[src/rtl/shared_pkg.sv]
// Shared command encoding for the SPI slave and its RAM back-ends.
// The opcode sits directly above the data payload in every din word.
package shared_pkg;

  typedef enum logic [1:0] {
    WRITE_ADDR = 2'b00,
    WRITE_DATA = 2'b01,
    READ_ADDR  = 2'b10,
    READ_DATA  = 2'b11
  } op_e;

  // Opcode bit positions counted from the top of the payload (din[DW+OP_MSB:DW+OP_LSB]).
  localparam int OP_MSB = 1;
  localparam int OP_LSB = 0;

  typedef enum logic {WR_IDLE, WR_ARMED} wr_state_e;
  typedef enum logic {RD_IDLE, RD_ARMED} rd_state_e;

  function automatic op_e op_decode(input logic [OP_MSB:OP_LSB] op_bits);
    return op_e'(op_bits);
  endfunction

endpackage

[src/rtl/ram_sp_core.sv]
// Single-port RAM with a registered read port; the array and read register have no reset.
// rdata updates one cycle after re and holds otherwise.
module ram_sp_core #(
  parameter int DATA_WIDTH = 8,
  parameter int ADDR_WIDTH = 8
) (
  input  logic                  clk,
  input  logic                  we,
  input  logic [ADDR_WIDTH-1:0] addr,
  input  logic [DATA_WIDTH-1:0] wdata,
  input  logic                  re,
  output logic [DATA_WIDTH-1:0] rdata
);

  localparam int DEPTH = 1 << ADDR_WIDTH;

  logic [DATA_WIDTH-1:0] mem [DEPTH];

  always_ff @(posedge clk) begin
    if (we) mem[addr] <= wdata;
    if (re) rdata <= mem[addr];
  end

endmodule

[src/rtl/spi_ram_burst.sv]
// SPI-slave RAM: address/data commands with optional burst auto-increment and read-only lock.
// Read data and tx_valid appear one cycle after READ_DATA; rejected commands pulse err.
module spi_ram_burst
  import shared_pkg::*;
#(
  parameter int DATA_WIDTH = 8,
  parameter int ADDR_WIDTH = 8,
  parameter bit AUTO_INC   = 1'b1
) (
  input  logic                  clk,
  input  logic                  rst_n,
  input  logic [DATA_WIDTH+1:0] din,
  input  logic                  rx_valid,
  input  logic                  ro_en,
  output logic [DATA_WIDTH-1:0] dout,
  output logic                  tx_valid,
  output logic                  err
);

  op_e                   op;
  wr_state_e             wr_state;
  rd_state_e             rd_state;
  logic [ADDR_WIDTH-1:0] wr_ptr;
  logic [ADDR_WIDTH-1:0] rd_ptr;
  logic                  wr_cmd;
  logic                  rd_cmd;
  logic                  wr_ok;
  logic                  rd_ok;
  logic                  rd_seen;
  logic [DATA_WIDTH-1:0] ram_rdata;

  assign op     = op_decode(din[DATA_WIDTH+OP_MSB:DATA_WIDTH+OP_LSB]);
  assign wr_cmd = rx_valid && (op == WRITE_DATA);
  assign rd_cmd = rx_valid && (op == READ_DATA);
  assign wr_ok  = wr_cmd && (wr_state == WR_ARMED) && !ro_en;
  assign rd_ok  = rd_cmd && (rd_state == RD_ARMED);

  ram_sp_core #(
    .DATA_WIDTH(DATA_WIDTH),
    .ADDR_WIDTH(ADDR_WIDTH)
  ) u_ram (
    .clk  (clk),
    .we   (wr_ok),
    .addr (wr_ok ? wr_ptr : rd_ptr),
    .wdata(din[DATA_WIDTH-1:0]),
    .re   (rd_ok),
    .rdata(ram_rdata)
  );

  // The RAM read register has no reset, so dout is forced to zero until a read lands.
  assign dout = rd_seen ? ram_rdata : '0;

  always_ff @(posedge clk or negedge rst_n) begin
    if (!rst_n) begin
      wr_state <= WR_IDLE;
      rd_state <= RD_IDLE;
      wr_ptr   <= '0;
      rd_ptr   <= '0;
      rd_seen  <= 1'b0;
      tx_valid <= 1'b0;
      err      <= 1'b0;
    end else begin
      tx_valid <= rd_ok;
      err      <= (wr_cmd && !wr_ok) || (rd_cmd && !rd_ok);
      if (rd_ok) rd_seen <= 1'b1;
      if (rx_valid) begin
        case (op)
          WRITE_ADDR: begin
            wr_ptr   <= din[ADDR_WIDTH-1:0];
            wr_state <= WR_ARMED;
          end
          READ_ADDR: begin
            rd_ptr   <= din[ADDR_WIDTH-1:0];
            rd_state <= RD_ARMED;
          end
          WRITE_DATA: if (wr_ok && AUTO_INC) wr_ptr <= wr_ptr + 1'b1;
          READ_DATA:  if (rd_ok && AUTO_INC) rd_ptr <= rd_ptr + 1'b1;
          default: ;
        endcase
      end
    end
  end

endmodule

[config.mk]
export PLATFORM = sky130hd
export DESIGN_NAME = spi_ram_burst
export DESIGN_NICKNAME = d
export VERILOG_FILES = /design/src/rtl/shared_pkg.sv /design/src/rtl/ram_sp_core.sv /design/src/rtl/spi_ram_burst.sv
export SDC_FILE = /design/constraint.sdc
export NUM_CORES = 2
export LEC_CHECK = 0
export CORE_UTILIZATION = 45
export CTS_CLUSTER_SIZE = 30
export DETAILED_ROUTE_END_ITERATION = 8
export PLACE_DENSITY_LB_ADDON = 0.12
export SLEW_MARGIN = 20
export SYNTH_ARGS = -nofsm -noshare
export SYNTH_HDL_FRONTEND = slang
export SYNTH_SLANG_ARGS = --single-unit
export TNS_END_PERCENT = 5
[constraint.sdc]
create_clock -name clk -period 3.6 [get_ports clk]
set_input_delay 0.54 -clock clk [delete_from_list [all_inputs] [get_ports clk]]
set_output_delay 0.54 -clock clk [all_outputs]
set_load 0.01 [all_outputs]
==> key figures <==
Synthesis
  • Post-synth top flop: sky130_fd_sc_hd__edfxtp_1
  • Async S/R FF share, synth: 0.01011
  • Library cell with the largest summed area after synthesis: sky130_fd_sc_hd__edfxtp_1
  • Sequential fraction of the synthesis area: 0.7387
  • Post-Synthesis Net Count: 5,468
  • Number of flops mapped to enable cells by yosys: 2,056
  • Synth top area cells: sky130_fd_sc_hd__edfxtp_1, sky130_fd_sc_hd__a222oi_1, sky130_fd_sc_hd__a21oi_1
  • Synthesized instance count: 5,452
  • Average cell area after synthesis: 15.46 µm²
  • Post-synth top area share: 0.7325
  • Total standard cell area after synthesis: 0.08429 mm²
  • Synthesized flop and latch total: 2,077
  • Number of distinct standard cells referenced by the synthesized netlist: 48
  • Count of yosys warnings during synthesis: 0

Timing
  • Highest attainable clock frequency: 258.3 MHz
  • RSZ-0062 raised after global routing: true
  • Maximum clock skew at final layout: 0.05678 ns
  • Time the final worst path needs with I/O delays and setup: 3.871 ns
  • Final hold violation count: 0
  • Actual slew at the worst max-slew pin: 1.001 ns
  • Post-route fraction of the period consumed by the critical path: 1.075
  • Post-route setup slack: -0.2712 ns
  • Max Transition Viols Final: 0
  • Setup Viol. Count Final: 8
  • Headroom to the max-slew limit: 0.3329
  • Worst Hold Slack: 0.06742 ns

Power
  • Power per unit of standard cell area: 564.7 mW/mm²
  • Comb pwr share: 0.174
  • Relative contribution of sequential cells to total power: 0.460
  • IR Drop Worst-Case VDD: 0.0004355 V
  • Clock power share: 0.367
  • Net Sw Frac: 0.2733
  • Reported net switching power: 0.01589 W
  • Leakage power of the design: 33.60 nW
  • Internal power summed over all cells: 0.04223 W

Critical path
  • Class of the most critical setup path: reg -> reg
  • Worst EP required: 4.19 ns
  • Endpoint kind of the worst setup timing path: register
  • Critical path fanouts, max: 24
  • WP data arrival: 4.46 ns
  • Startpoint Class: register

Final layout
  • Register area: 0.06228 mm²
  • Most used cells in the layout excluding fill and tap cells: sky130_fd_sc_hd__edfxtp_1, sky130_fd_sc_hd__buf_4, sky130_fd_sc_hd__a222oi_1
  • Number of fill cells in the layout: 14,730
  • Footprint of the multi-input gates: 0.02101 mm²
  • Post-route cell area: 0.1029 mm²
  • Number of nets at the end of the flow: 6,147
  • Layout overhead on the synthesized area: 22.11%
  • Most common library cell in the layout ignoring fill and taps: sky130_fd_sc_hd__edfxtp_1
  • Fraction of final layout cells with drive strength greater than 1: 0.2410

Drt
  • First-pass DRT Iterations: 9
  • Final ANT Viol Nets: 0
  • Remaining DRCs: 8
  • Detailed router's first-iteration violation count: 10,830
  • Routed vias: 58,510
  • WL/cell: 32.09 µm
  • Final routed wirelength across all metal layers: 282,100 µm
  • Number of vias per cell: 6.654

Hold path
  • Kind of path behind the tightest hold check: in -> async

Global routing
  • Global route overflow: 0
  • Antenna violations before repair: 9
  • Wire length of the first global-routing pass: 402,400 µm
  • Combined global-route utilization of all metal layers: 0.2893
  • Via count of the first global-routing pass: 56,650
  • Largest net degree at the start of global routing: 101

Placement
  • Cell area reported after detailed placement: 0.09475 mm²
  • Half-perimeter wire length after detailed placement: 172,000 µm
  • Count of buffers inserted at the top-level ports: 23
  • Placer's final routability congestion estimate: 0.8746

Run status
  • Violations in the final reports: DRC, setup timing
  • Outcome: finished with violations

Flow run
  • Max-cap check violation count: 0

Floorplanning
  • Die area: 0.1890 mm²
  • Starting utilization of the core area: 0.4536
  • Core Footprint: 0.1858 mm²
  • I/O Pins: 24
  • Chip height: 434.8 µm
  • Number of rows created at floorplan: 158
  • Horizontal extent of the die: 434.8 µm

Clock network
  • Clock net sink count: 2,077
  • CTS clk-pin slew, worst paths: 0.06 ns
  • Number of hold buffers added after cts: 0
  • Worst-skew pair later-pin latency: 0.87 ns
  • Master cell of the clock root buffer: sky130_fd_sc_hd__clkbuf_16
  • Number of buffers between clock root and the deepest sink: 3
  • Clock buffer count from CTS: 212
  • Deepest level of the CTS H-tree: 4
  • Clock tree from TritonCTS: built
## Yosys cell counts, types with 2 or more instances
cell type	number
sky130_fd_sc_hd__o21bai_1	2
sky130_fd_sc_hd__edfxtp_1	2056
sky130_fd_sc_hd__nand3b_1	4
sky130_fd_sc_hd__clkbuf_1	420
sky130_fd_sc_hd__inv_1	7
sky130_fd_sc_hd__or4_1	8
sky130_fd_sc_hd__and2_0	3
sky130_fd_sc_hd__a22oi_2	8
sky130_fd_sc_hd__o41ai_1	128
sky130_fd_sc_hd__a31oi_1	68
sky130_fd_sc_hd__and4_1	2
sky130_fd_sc_hd__mux2_2	112
sky130_fd_sc_hd__nor3_1	51
sky130_fd_sc_hd__nand4_1	2
sky130_fd_sc_hd__buf_2	32
sky130_fd_sc_hd__a222oi_1	670
sky130_fd_sc_hd__and2_1	12
sky130_fd_sc_hd__or2_1	2
sky130_fd_sc_hd__buf_1	55
sky130_fd_sc_hd__a21oi_1	643
sky130_fd_sc_hd__or2_2	2
sky130_fd_sc_hd__nand2_1	127
sky130_fd_sc_hd__a221oi_1	8
sky130_fd_sc_hd__nand2b_1	11
sky130_fd_sc_hd__and3_1	114
sky130_fd_sc_hd__mux2i_1	114
sky130_fd_sc_hd__a22oi_1	97
sky130_fd_sc_hd__a41oi_1	32
sky130_fd_sc_hd__o21a_1	64
sky130_fd_sc_hd__nand3_1	119
sky130_fd_sc_hd__o21ai_0	200
sky130_fd_sc_hd__o22ai_1	6
sky130_fd_sc_hd__o31ai_1	3
sky130_fd_sc_hd__ha_1	2
sky130_fd_sc_hd__dfrtp_1	21
sky130_fd_sc_hd__buf_6	8
sky130_fd_sc_hd__nor2_1	224
sky130_fd_sc_hd__or3_1	4
sky130_fd_sc_hd__o31a_1	2
## through the flow
step	total power (W)	TNS, ns	setup WS (ns)	instances	utilization
6_report	0.05812	-1.785	-0.2712	8793	0.5539
5_1_grt	0.05969	-2.619	-0.3701	8792	0.5539
4_1_cts	0.05804	-1.337	-0.1838	8784	0.5515
3_5_place_dp	0.03646	-276.14	-1.498	8371	0.5099
3_3_place_gp	0.03639	-249.91	-1.477	8371	0.5099
2_1_floorplan	0.03171	0	0.02246	5452	-
## power by group through the flow
| stage | clock network (W) | logic, W | registers (W) |
|---|---|---|---|
| 3_3_place_gp | 0 | 0.00916 | 0.0272 |
| 6_report | 0.0213 | 0.0101 | 0.0267 |
| 3_5_place_dp | 0 | 0.00923 | 0.0272 |
| 5_1_grt | 0.0224 | 0.0105 | 0.0267 |
| 4_1_cts | 0.0216 | 0.00976 | 0.0267 |
| 2_1_floorplan | 0 | 0.00452 | 0.0272 |
## cell type report
class | count | share of cell area
repair buffers | 980 | 0.09534
diodes | 1 | 0.00002431
clock buffers | 263 | 0.05340
multi-input cells | 2853 | 0.2042
flip-flops and latches | 2077 | 0.6051
clock inverters | 132 | 0.01158
inverters | 7 | 0.0002553
well taps | 2480 | 0.03015
## routing by layer
layer,vias up,GRT usage,share of wire
li1,24660,-,-
met1,29850,0.4118,0.41
met2,3532,0.4452,0.46
met3,458,0.05535,0.10
met4,8,0.09957,0.034
met5,-,0,0.00015
## critical path, stage by stage (launching register included)
cell and delay, ns:
sky130_fd_sc_hd__dfrtp_1 0.35, sky130_fd_sc_hd__and4bb_4 0.33, sky130_fd_sc_hd__buf_6 0.12, sky130_fd_sc_hd__buf_4 0.10
sky130_fd_sc_hd__a211oi_4 0.06, sky130_fd_sc_hd__or2_4 0.35, sky130_fd_sc_hd__buf_12 0.19, sky130_fd_sc_hd__buf_12 0.18
sky130_fd_sc_hd__a222oi_1 0.28, sky130_fd_sc_hd__a21oi_1 0.18, sky130_fd_sc_hd__o41ai_4 0.43, sky130_fd_sc_hd__buf_4 0.20
sky130_fd_sc_hd__a41oi_4 0.20, sky130_fd_sc_hd__or4_1 0.55
## flip-flops by register name, indices dropped and copies added (netlist names)
| register | count |
|---|---|
| wr_state | 1 |
| wr_ptr | 8 |
| rd_ptr | 8 |
| rd_seen | 1 |
| u_ram.rdata | 8 |
| u_ram.mem | 2048 |
| rd_state | 1 |
| err | 1 |
| tx_valid | 1 |
## path summary, 6_finish.rpt
check                           from                 to  slack [ns]  cells after the start
max in group asynchronous      rst_n          wr_ptr[0]        3.13                      2
min reg2reg                rd_ptr[7]          rd_ptr[7]        0.58                      2
min                            rst_n                err        0.07                      2
min in group clk              din[5]  u_ram.mem[204][5]        0.13                      1
max                         wr_state     u_ram.rdata[6]       -0.27                     13
max reg2reg                 wr_state     u_ram.rdata[6]       -0.27                     13
## kinds of logic (layout without fill, tap and decap cells)
logic type | Yosys count | after routing | share of synthesized area
AND/OR/NAND/NOR | 690 | 690 | 0.03876
other | 0 | 1 | 0
AO/OA/AOI/OAI | 1935 | 1935 | 0.1693
buffers and inverters | 522 | 1382 | 0.02443
flip-flops | 2077 | 2077 | 0.7387
adder cells (fa/ha/maj) | 2 | 2 | 0.0002968
multiplexers | 226 | 226 | 0.02850
## what timing repair did
item,4_1_cts,5_1_grt
setup buffers,15,4
gates resized for setup,99,46
pin swaps,48,23
cloned,8,4
hold endpoints to repair,0,0
endpoints found under the setup margin,8,8
Power figures use the tool's default switching activity.
